File: config.mk
export PLATFORM = sky130hd
export DESIGN_NAME = tlk2711_tx_framer
export DESIGN_NICKNAME = d
export VERILOG_FILES = /design/src/rtl/tlk2711_pkg.sv /design/src/rtl/tlk2711_tx_gearbox.sv /design/src/rtl/tlk2711_tx_framer.sv
export SDC_FILE = /design/constraint.sdc
export NUM_CORES = 1
export LEC_CHECK = 0
export CAP_MARGIN = 30
export CORE_MARGIN = 2
export CORE_UTILIZATION = 55
export CTS_CLUSTER_DIAMETER = 80
export DETAILED_ROUTE_END_ITERATION = 7
export PLACE_DENSITY = 0.89
export SLEW_MARGIN = 20
export SYNTH_ARGS = -nofsm -noshare
export SYNTH_HDL_FRONTEND = slang
export SYNTH_SLANG_ARGS = --single-unit
File: constraint.sdc
create_clock -name i_clk -period 6.8 [get_ports i_clk]
set_input_delay 1.02 -clock i_clk [delete_from_list [all_inputs] [get_ports i_clk]]
set_output_delay 1.02 -clock i_clk [all_outputs]
set_load 0.005 [all_outputs]
File: src/rtl/tlk2711_pkg.sv
// Shared constants and state type for the TLK2711 transmit path.
package tlk2711_pkg;

   localparam int unsigned TX_DATA_W = 64;

   localparam logic [7:0] K28_5 = 8'hBC;
   localparam logic [7:0] K27_7 = 8'hFB;
   localparam logic [7:0] K29_7 = 8'hFD;
   localparam logic [7:0] K_PAD = 8'h50;

   localparam logic [15:0] SOF_WORD = {K_PAD, K27_7};
   localparam logic [15:0] EOF_WORD = {K_PAD, K29_7};

   typedef enum logic [2:0] {
      StIdle,
      StSof,
      StHdr0,
      StHdr1,
      StBody,
      StTail,
      StCsum,
      StEof
   } tx_state_e;

endpackage

File: src/rtl/tlk2711_tx_gearbox.sv
// 64->16 serializer: one held beat is sent as four words, least-significant first.
module tlk2711_tx_gearbox
   import tlk2711_pkg::*;
#(
   parameter int unsigned DATA_W = TX_DATA_W
) (
   input  logic              i_clk,
   input  logic              i_rst_n,
   input  logic              i_clr,
   input  logic              i_en,
   input  logic              i_adv,
   input  logic [DATA_W-1:0] i_tdata,
   input  logic              i_tvalid,
   output logic              o_tready,
   output logic              o_load,
   output logic              o_word_valid,
   output logic [15:0]       o_word,
   output logic              o_word_last
);

   logic [DATA_W-1:0] hold_q, hold_d;
   logic              full_q, full_d;
   logic [1:0]        idx_q, idx_d;
   logic [15:0]       hold_word;

   always_comb begin
      hold_word = hold_q[15:0];
      unique case (idx_q)
         2'd0: hold_word = hold_q[15:0];
         2'd1: hold_word = hold_q[31:16];
         2'd2: hold_word = hold_q[47:32];
         2'd3: hold_word = hold_q[63:48];
      endcase
   end

   assign o_tready     = i_en & (~full_q | (i_adv & (idx_q == 2'd3)));
   assign o_load       = o_tready & i_tvalid;
   // An empty hold reg forwards word 0 of the incoming beat, so BODY starts without a bubble.
   assign o_word_valid = full_q | o_load;
   assign o_word       = full_q ? hold_word : i_tdata[15:0];
   assign o_word_last  = full_q & (idx_q == 2'd3);

   always_comb begin
      hold_d = hold_q;
      full_d = full_q;
      idx_d  = idx_q;
      if (i_adv && o_word_valid) begin
         if (o_load) begin
            hold_d = i_tdata;
            full_d = 1'b1;
            idx_d  = full_q ? 2'd0 : 2'd1;
         end else if (idx_q == 2'd3) begin
            full_d = 1'b0;
            idx_d  = 2'd0;
         end else begin
            idx_d = idx_q + 2'd1;
         end
      end else if (o_load) begin
         hold_d = i_tdata;
         full_d = 1'b1;
         idx_d  = 2'd0;
      end
   end

   always_ff @(posedge i_clk or negedge i_rst_n) begin
      if (!i_rst_n) begin
         hold_q <= '0;
         full_q <= 1'b0;
         idx_q  <= 2'd0;
      end else if (i_clr) begin
         hold_q <= '0;
         full_q <= 1'b0;
         idx_q  <= 2'd0;
      end else begin
         hold_q <= hold_d;
         full_q <= full_d;
         idx_q  <= idx_d;
      end
   end

endmodule

File: src/rtl/tlk2711_tx_framer.sv
// TLK2711 transmit framer: SOF, header, DMA body, tail fill, checksum, EOF, with K28.5 idle between.
module tlk2711_tx_framer
   import tlk2711_pkg::*;
#(
   parameter int unsigned DATA_W    = TX_DATA_W,
   parameter logic [15:0] IDLE_WORD = {8'hC5, K28_5},
   parameter logic [15:0] FILL_WORD = 16'h0000
) (
   input  logic              i_clk,
   input  logic              i_rst_n,
   input  logic              i_soft_rst,
   input  logic              i_send_start,
   input  logic [21:0]       i_packet_body,
   input  logic [9:0]        i_packet_tail,
   input  logic [DATA_W-1:0] i_axis_tdata,
   input  logic              i_axis_tvalid,
   input  logic              i_axis_tlast,
   output logic              o_axis_tready,
   output logic [15:0]       o_tlk_txd,
   output logic              o_tlk_tkmsb,
   output logic              o_tlk_tklsb,
   output logic              o_busy,
   output logic              o_frame_done,
   output logic [15:0]       o_frame_cnt,
   output logic              o_underrun,
   output logic              o_len_err,
   output logic              o_start_ignored
);

   tx_state_e   state_q, state_d;
   logic [21:0] acc_left_q, acc_left_d;
   logic [9:0]  tail_left_q, tail_left_d;
   logic [15:0] csum_q, csum_d;
   logic [15:0] frame_cnt_q, frame_cnt_d;
   logic        busy_q, busy_d;
   logic [15:0] txd_q, txd_d;
   logic        tkmsb_q, tkmsb_d;
   logic        tklsb_q, tklsb_d;
   logic        frame_done_q, frame_done_d;
   logic        underrun_q, underrun_d;
   logic        len_err_q, len_err_d;
   logic        start_ign_q, start_ign_d;

   logic        in_body;
   logic        gb_tready, gb_load, gb_word_valid, gb_word_last;
   logic [15:0] gb_word;

   assign in_body = (state_q == StBody);

   tlk2711_tx_gearbox #(
      .DATA_W (DATA_W)
   ) u_gearbox (
      .i_clk        (i_clk),
      .i_rst_n      (i_rst_n),
      .i_clr        (i_soft_rst),
      .i_en         (in_body & (acc_left_q != 22'd0)),
      .i_adv        (in_body),
      .i_tdata      (i_axis_tdata),
      .i_tvalid     (i_axis_tvalid),
      .o_tready     (gb_tready),
      .o_load       (gb_load),
      .o_word_valid (gb_word_valid),
      .o_word       (gb_word),
      .o_word_last  (gb_word_last)
   );

   always_comb begin
      state_d      = state_q;
      acc_left_d   = acc_left_q;
      tail_left_d  = tail_left_q;
      csum_d       = csum_q;
      frame_cnt_d  = frame_cnt_q;
      busy_d       = busy_q;
      underrun_d   = underrun_q;
      len_err_d    = len_err_q;
      txd_d        = IDLE_WORD;
      tkmsb_d      = 1'b0;
      tklsb_d      = 1'b1;
      frame_done_d = 1'b0;
      start_ign_d  = i_send_start & busy_q;

      if (frame_done_q) begin
         busy_d = 1'b0;
      end

      if (gb_load) begin
         acc_left_d = acc_left_q - 22'd1;
         if (i_axis_tlast != (acc_left_q == 22'd1)) begin
            len_err_d = 1'b1;
         end
      end

      unique case (state_q)
         StIdle: begin
            if (i_send_start && !busy_q) begin
               acc_left_d  = i_packet_body;
               tail_left_d = i_packet_tail;
               csum_d      = 16'h0000;
               busy_d      = 1'b1;
               state_d     = StSof;
            end
         end
         StSof: begin
            txd_d   = SOF_WORD;
            state_d = StHdr0;
         end
         StHdr0: begin
            txd_d   = frame_cnt_q;
            tklsb_d = 1'b0;
            csum_d  = csum_q + frame_cnt_q;
            state_d = StHdr1;
         end
         StHdr1: begin
            txd_d   = acc_left_q[15:0];
            tklsb_d = 1'b0;
            csum_d  = csum_q + acc_left_q[15:0];
            if (acc_left_q != 22'd0) begin
               state_d = StBody;
            end else if (tail_left_q != 10'd0) begin
               state_d = StTail;
            end else begin
               state_d = StCsum;
            end
         end
         StBody: begin
            if (gb_word_valid) begin
               txd_d   = gb_word;
               tklsb_d = 1'b0;
               csum_d  = csum_q + gb_word;
               // Final word: word 3 of a beat with nothing left to accept.
               if (gb_word_last && acc_left_q == 22'd0) begin
                  state_d = (tail_left_q != 10'd0) ? StTail : StCsum;
               end
            end else begin
               underrun_d = 1'b1;
            end
         end
         StTail: begin
            txd_d       = FILL_WORD;
            tklsb_d     = 1'b0;
            csum_d      = csum_q + FILL_WORD;
            tail_left_d = tail_left_q - 10'd1;
            if (tail_left_q == 10'd1) begin
               state_d = StCsum;
            end
         end
         StCsum: begin
            txd_d   = csum_q;
            tklsb_d = 1'b0;
            state_d = StEof;
         end
         StEof: begin
            txd_d        = EOF_WORD;
            frame_done_d = 1'b1;
            frame_cnt_d  = frame_cnt_q + 16'd1;
            state_d      = StIdle;
         end
         default: state_d = StIdle;
      endcase
   end

   always_ff @(posedge i_clk or negedge i_rst_n) begin
      if (!i_rst_n) begin
         state_q      <= StIdle;
         acc_left_q   <= '0;
         tail_left_q  <= '0;
         csum_q       <= '0;
         frame_cnt_q  <= '0;
         busy_q       <= 1'b0;
         txd_q        <= IDLE_WORD;
         tkmsb_q      <= 1'b0;
         tklsb_q      <= 1'b1;
         frame_done_q <= 1'b0;
         underrun_q   <= 1'b0;
         len_err_q    <= 1'b0;
         start_ign_q  <= 1'b0;
      end else if (i_soft_rst) begin
         state_q      <= StIdle;
         acc_left_q   <= '0;
         tail_left_q  <= '0;
         csum_q       <= '0;
         frame_cnt_q  <= '0;
         busy_q       <= 1'b0;
         txd_q        <= IDLE_WORD;
         tkmsb_q      <= 1'b0;
         tklsb_q      <= 1'b1;
         frame_done_q <= 1'b0;
         underrun_q   <= 1'b0;
         len_err_q    <= 1'b0;
         start_ign_q  <= 1'b0;
      end else begin
         state_q      <= state_d;
         acc_left_q   <= acc_left_d;
         tail_left_q  <= tail_left_d;
         csum_q       <= csum_d;
         frame_cnt_q  <= frame_cnt_d;
         busy_q       <= busy_d;
         txd_q        <= txd_d;
         tkmsb_q      <= tkmsb_d;
         tklsb_q      <= tklsb_d;
         frame_done_q <= frame_done_d;
         underrun_q   <= underrun_d;
         len_err_q    <= len_err_d;
         start_ign_q  <= start_ign_d;
      end
   end

   assign o_axis_tready   = gb_tready;
   assign o_tlk_txd       = txd_q;
   assign o_tlk_tkmsb     = tkmsb_q;
   assign o_tlk_tklsb     = tklsb_q;
   assign o_busy          = busy_q;
   assign o_frame_done    = frame_done_q;
   assign o_frame_cnt     = frame_cnt_q;
   assign o_underrun      = underrun_q;
   assign o_len_err       = len_err_q;
   assign o_start_ignored = start_ign_q;

endmodule
Yosys cells after proc, flatten, opt, wreduce, memory -nomap -nowiden
Cells that the tools add are included.

storage, ports and cells
  register bits = 156
  bits of input ports = 102
  output and inout bits = 40
  logic and storage cells = 128

operators by class
  add/sub/neg operators = 7
  equal/unequal tests = 18
  muxes and demuxes = 55
  bitwise operators = 9
  reductions and logical operators = 24

operators by type and width
  operator               number
  $mux 16                8
  $mux 64                2
  $pmux 16 s4            2
  $pmux 16 s7            1
  $mux 22                4
  $add 16x16->16         3
  $pmux 3 s8             1
  $eq 22x1->1 const B    1
  $logic_not 22->1       1
  $reduce_bool 22->1     1
  $sub 22x1->22 const B  1
  $mux 1                 21
  $mux 10                2
  $pmux 10 s2            1
  $add 16x1->16 const B  1
  $mux 3                 5
  $mux 2                 7
  $eq 3x3->1 const B     4
  $eq 10x1->1 const B    1
  $reduce_bool 10->1     1
  $sub 10x1->10 const B  1
  $reduce_bool 3->1      3
  $reduce_and 2->1       4
  $reduce_bool 2->1      4
  21 further kinds       33

Depth between registers and ports, before layout
  word-level depth = 9
  mapped depth = 17

Hierarchy
From an unflattened synthesis, not the netlist that was laid out.

unflattened totals
  cells, all modules = 916
  area, all modules = 8764.7 µm²

modules (own cells, without submodules)
  module              instances  cells an instance  area an instance (µm²)  seq. area each (µm²)
  tlk2711_tx_framer   1          653                5708.0                  2239.6
  tlk2711_tx_gearbox  1          263                3056.7                  1676.6

Worst setup path after synthesis
Ideal clock, no wire load.

  kind = reg2reg
  start = reg u_gearbox.idx_q[0]
  end = reg csum_q[13]
  setup time = 0.122 ns
  data arrival time = 3.458 ns
  required time = 6.678 ns
  path slack = 3.221 ns
  cell stages (with the launch flop) = 16
  cell sequence = dfrtp_1 ha_1 clkbuf_1 clkbuf_1 a222oi_1 o21ai_0 mux2i_1 nor2_1 a221o_1 ha_1 a21o_1 a21oi_1 a21oi_1 a311o_1 a21o_1 a32o_1

between the ends
  longest elaborated chain between the ends = 8

ends and longest elaborated chain
  element                                                                 RTL line                  text
  start: declaration                                                      tlk2711_tx_gearbox.sv:23  logic [1:0] idx_q, idx_d;
  start signal: assignment                                                tlk2711_tx_gearbox.sv:77  idx_q <= idx_d;
  parallel branches: the longest is 8 deep, another holds $add 16x16->16  n/a
  end signal: assignment                                                  tlk2711_tx_framer.sv:195  csum_q <= csum_d;
  end: declaration                                                        tlk2711_tx_framer.sv:33   logic [15:0] csum_q, csum_d;

Parallel ways; which one is timed is not known. The select of a mux whose other input is x is not followed.
A chain may end at the register's enable or synchronous reset.

Worst setup path in the final report
  start = reg u_gearbox.idx_q[0]
  end = reg csum_q[15]

The elaborated chain is that of the path after synthesis.

==> key figures <==
Outcome
  • Status: finished clean

Place
  • DP Wirelength: 18170 microns
  • Port bufs: 140
  • GPL Wtd Cong: between 0.9 and 1

Timing
  • Setup_tns: 0 ps
  • RSZ-0062 raised after global routing: false
  • Hold WS: 448.2 ps
  • Skew final: about 13 ps
  • Min cycle time layout: 4109 ps
  • Final setup viols: 0
  • Max-slew headroom: roughly two fifths
  • Fin. Hold Viols: 0
  • Fin crit share: 60.43%
  • Worst slew pin tran: just over 900 ps
  • Slew Viols, Final: 0
  • Fmax: between 200 and 250 MHz

Drt
  • Vias per cell: roughly 6
  • Initial detailed-routing violation count: between 1000 and 1500
  • Detailed-router iteration count before antenna repair: 8
  • Routed len/inst: ~20 microns
  • # DRC: 0
  • Routed vias: 8300
  • DRT antenna net count: 0
  • Routed wire length: around 26000 microns

Power and ir drop
  • Leakage Power: ~4.6 nW
  • Power density cells: between 200 and 250 nW/um^2
  • Max VDD drop: about 0.20 mV

Synth
  • Synth area leader: dfrtp_1
  • Top_reg_cell synth: dfrtp_1
  • Synth top area cells: dfrtp_1 (40%), nand2_1 (7.9%), a21oi_1 (5.8%), nor2_1 (3.9%), ha_1 (3.6%)
  • Post-Syn Nets: about 1200
  • Synthesis-stage register bit count: around 160
  • Mapped Cells: just over 1000
  • Post-synth EDFFs: 0
  • Post-Syn Area per Cell: between 8 and 9 sq um
  • Async SR Flop Fraction: between 90% and 100%
  • Cell area after synthesis: between 9000 and 10000 sq um
  • Register area share after synthesis: between 40% and 50%
  • Synth top area share: 40.39%
  • Synth Warn #: 0
  • Count of cell types in the netlist: 72

Critical path
  • R2r endpoint: csum_q[15]
  • Max FO, Critical Path: 20
  • WS Path Type: reg2reg
  • Worst R2R Setup Slack: 2690 ps
  • R2R Path Start: u_gearbox.idx_q[0]
  • CP max stage delay: between 400 and 500 ps
  • Worst setup EP type: flop
  • CP bufs+invs: 0
  • Critical Path RT: roughly 7000 ps
  • CP Cell Sequence: ha_1 -> a222oi_1 -> o21ai_0 -> mux2i_1 -> nor2_1 -> a21oi_1 -> a21oi_1 -> ha_1 -> and2_1 -> a221o_1 -> a221oi_1 -> a21oi_1 -> or2_1 -> o221ai_1
  • CP dominant cell by count: a21oi_1
  • R2R depth: 14
  • Slowest-stage cell, CP: ha_1
  • Arrival time at the worst endpoint: 4460 ps
  • CP top delay family: compound AO/OA/AOI/OAI gates
  • Startpoint types: flop

Clocking
  • Num CTS Buffers: 17
  • H-tree levels: 4
  • Post_cts resized: 0
  • CTS Buffer Depth: 2
  • Clock sinks: approximately 160
  • TritonCTS clock tree: built
  • Clk root buf: clkbuf_16
  • Post-CTS setup buffers: 0
  • Clock transition at path regs: around 70 ps
  • Hold buffers post-CTS: 0
  • Clock latency at the later pin of the worst-skew pair: 440 ps

Floorplanning
  • Initial Utilization: 56.53%
  • Die area: about 17000 sq um
  • Core Rows: 46
  • Chip Width: between 100 and 150 microns
  • Io pins: between 100 and 150
  • Die height: 132.2 microns
  • Core ar.: 16000 sq um

Finish
  • Area Growth Syn to Fin: 22.76%
  • Most frequent cells in the layout: nand2_1 (191), dfrtp_1 (146), clkdlybuf4s50_1 (138), a21oi_1 (105), nor2_1 (95)
  • Share of layout cells above drive strength 1: under 10%
  • Layout fillers: between 1000 and 1500
  • Inserted Diodes: 0
  • Final-stage net count: roughly 1300
  • Most common cell after layout, fill and taps aside: nand2_1

Global route
  • Pin count of the biggest net entering global routing: between 100 and 150
  • All-Layer GR Usage: approximately 31%
  • Vias in the first global route: ~7900
  • Initial antenna violation count: 0
  • First-pass GRT wire length: 42470 microns
  • GRT overflow: 0

Min path
  • Worst hold path class: in2async

Job
  • Max cap viols: 0
==> worst max-delay path by stage <==
stage	startpoint	endpoint	slack, ps	cells after the start
final	u_gearbox.idx_q[0]	csum_q[15]	2690	14
after global routing	u_gearbox.idx_q[0]	csum_q[15]	2410	14
after CTS	u_gearbox.idx_q[0]	csum_q[15]	2680	14
after detailed placement	u_gearbox.idx_q[0]	csum_q[15]	2730	14
after global placement	state_q[0]	csum_q[14]	2640	14
after floorplan	u_gearbox.idx_q[0]	csum_q[13]	3220	15
==> synthesized netlist by cell type (all sizes together) (5+ instances only) <==
cell type / instances
nand2: 191
dfrtp: 146
a21oi: 105
nor2: 96
clkbuf: 51
o21ai: 37
xor2: 33
a211oi: 29
ha: 26
mux2i: 24
buf: 22
nand3: 17
a222oi: 16
inv: 16
nor3: 14
xnor2: 14
a21o: 13
a22o: 11
and3: 11
a221o: 10
dfstp: 10
nor2b: 8
nor4: 8
nand2b: 7
nand4: 7
o211ai: 7
a31oi: 6
mux2: 6
or2: 6
a22oi: 5
nand3b: 5
o21a: 5
o22ai: 5
==> flip-flops by register name, summed over array words and instances, names as in the netlist, 2 cells and up <==
| register | cells |
|---|---|
| o_frame_cnt | 16 |
| u_gearbox.idx_q | 2 |
| o_tlk_txd | 16 |
| u_gearbox.hold_q | 64 |
| state_q | 3 |
| acc_left_q | 22 |
| tail_left_q | 10 |
| csum_q | 16 |
==> per-stage QoR <==
step	cells	power, mW	worst slack (ps)	instance area [sq um]	utilization (%)
final	1350	2.510	2691	11100	69.39
after global routing	1350	2.607	2410	11100	69.39
after CTS	1348	2.502	2682	11060	69.13
after detailed placement	1316	1.560	2732	10480	65.47
after global placement	1314	1.547	2643	10460	65.39
after floorplan	1022	1.362	3221	9045	-
==> area by class of cell <==
class	count	area, sq um	share of cell area (%)
clock inverters	14	156.4	1.409
well taps	216	270.3	2.434
multi-input cells	777	4748	42.77
flip-flops and latches	156	3916	35.27
clock buffers	18	429.2	3.865
inverters	16	60.06	0.5409
repair buffers	153	1523	13.71
==> report_power, final <==
group	switching, mW	internal (mW)	leakage, nW
clock	0.429	0.519	0.285
sequential	0.0825	0.983	2.12
combinational	0.287	0.209	2.17
==> cell families (layout without fill, tap and decap cells) <==
family / count (synthesis) / count (layout) / synth area share [%]
AOI/OAI and AO/OA: 277 / 277 / 20.42
DFF: 156 / 156 / 43.30
xor gates and xnor gates: 47 / 47 / 4.551
buffers and inverters: 89 / 201 / 4.219
other: 1 / 1 / 0.04146
adders and majority gates: 27 / 27 / 3.818
and+or+nand+nor: 395 / 395 / 20.25
muxes: 30 / 30 / 3.403
==> routing by layer <==
layer	global-route usage (%)	share of wire, %	up-vias	routed length, microns
met5	0	0	-	0
met4	10.04	2.3	0	597
met3	5.421	8.2	46	2167
met2	48.90	48	443	12680
met1	42.45	41	3983	10930
li1	-	-	3828	-
No activity file was read; power rests on OpenSTA's default activity.
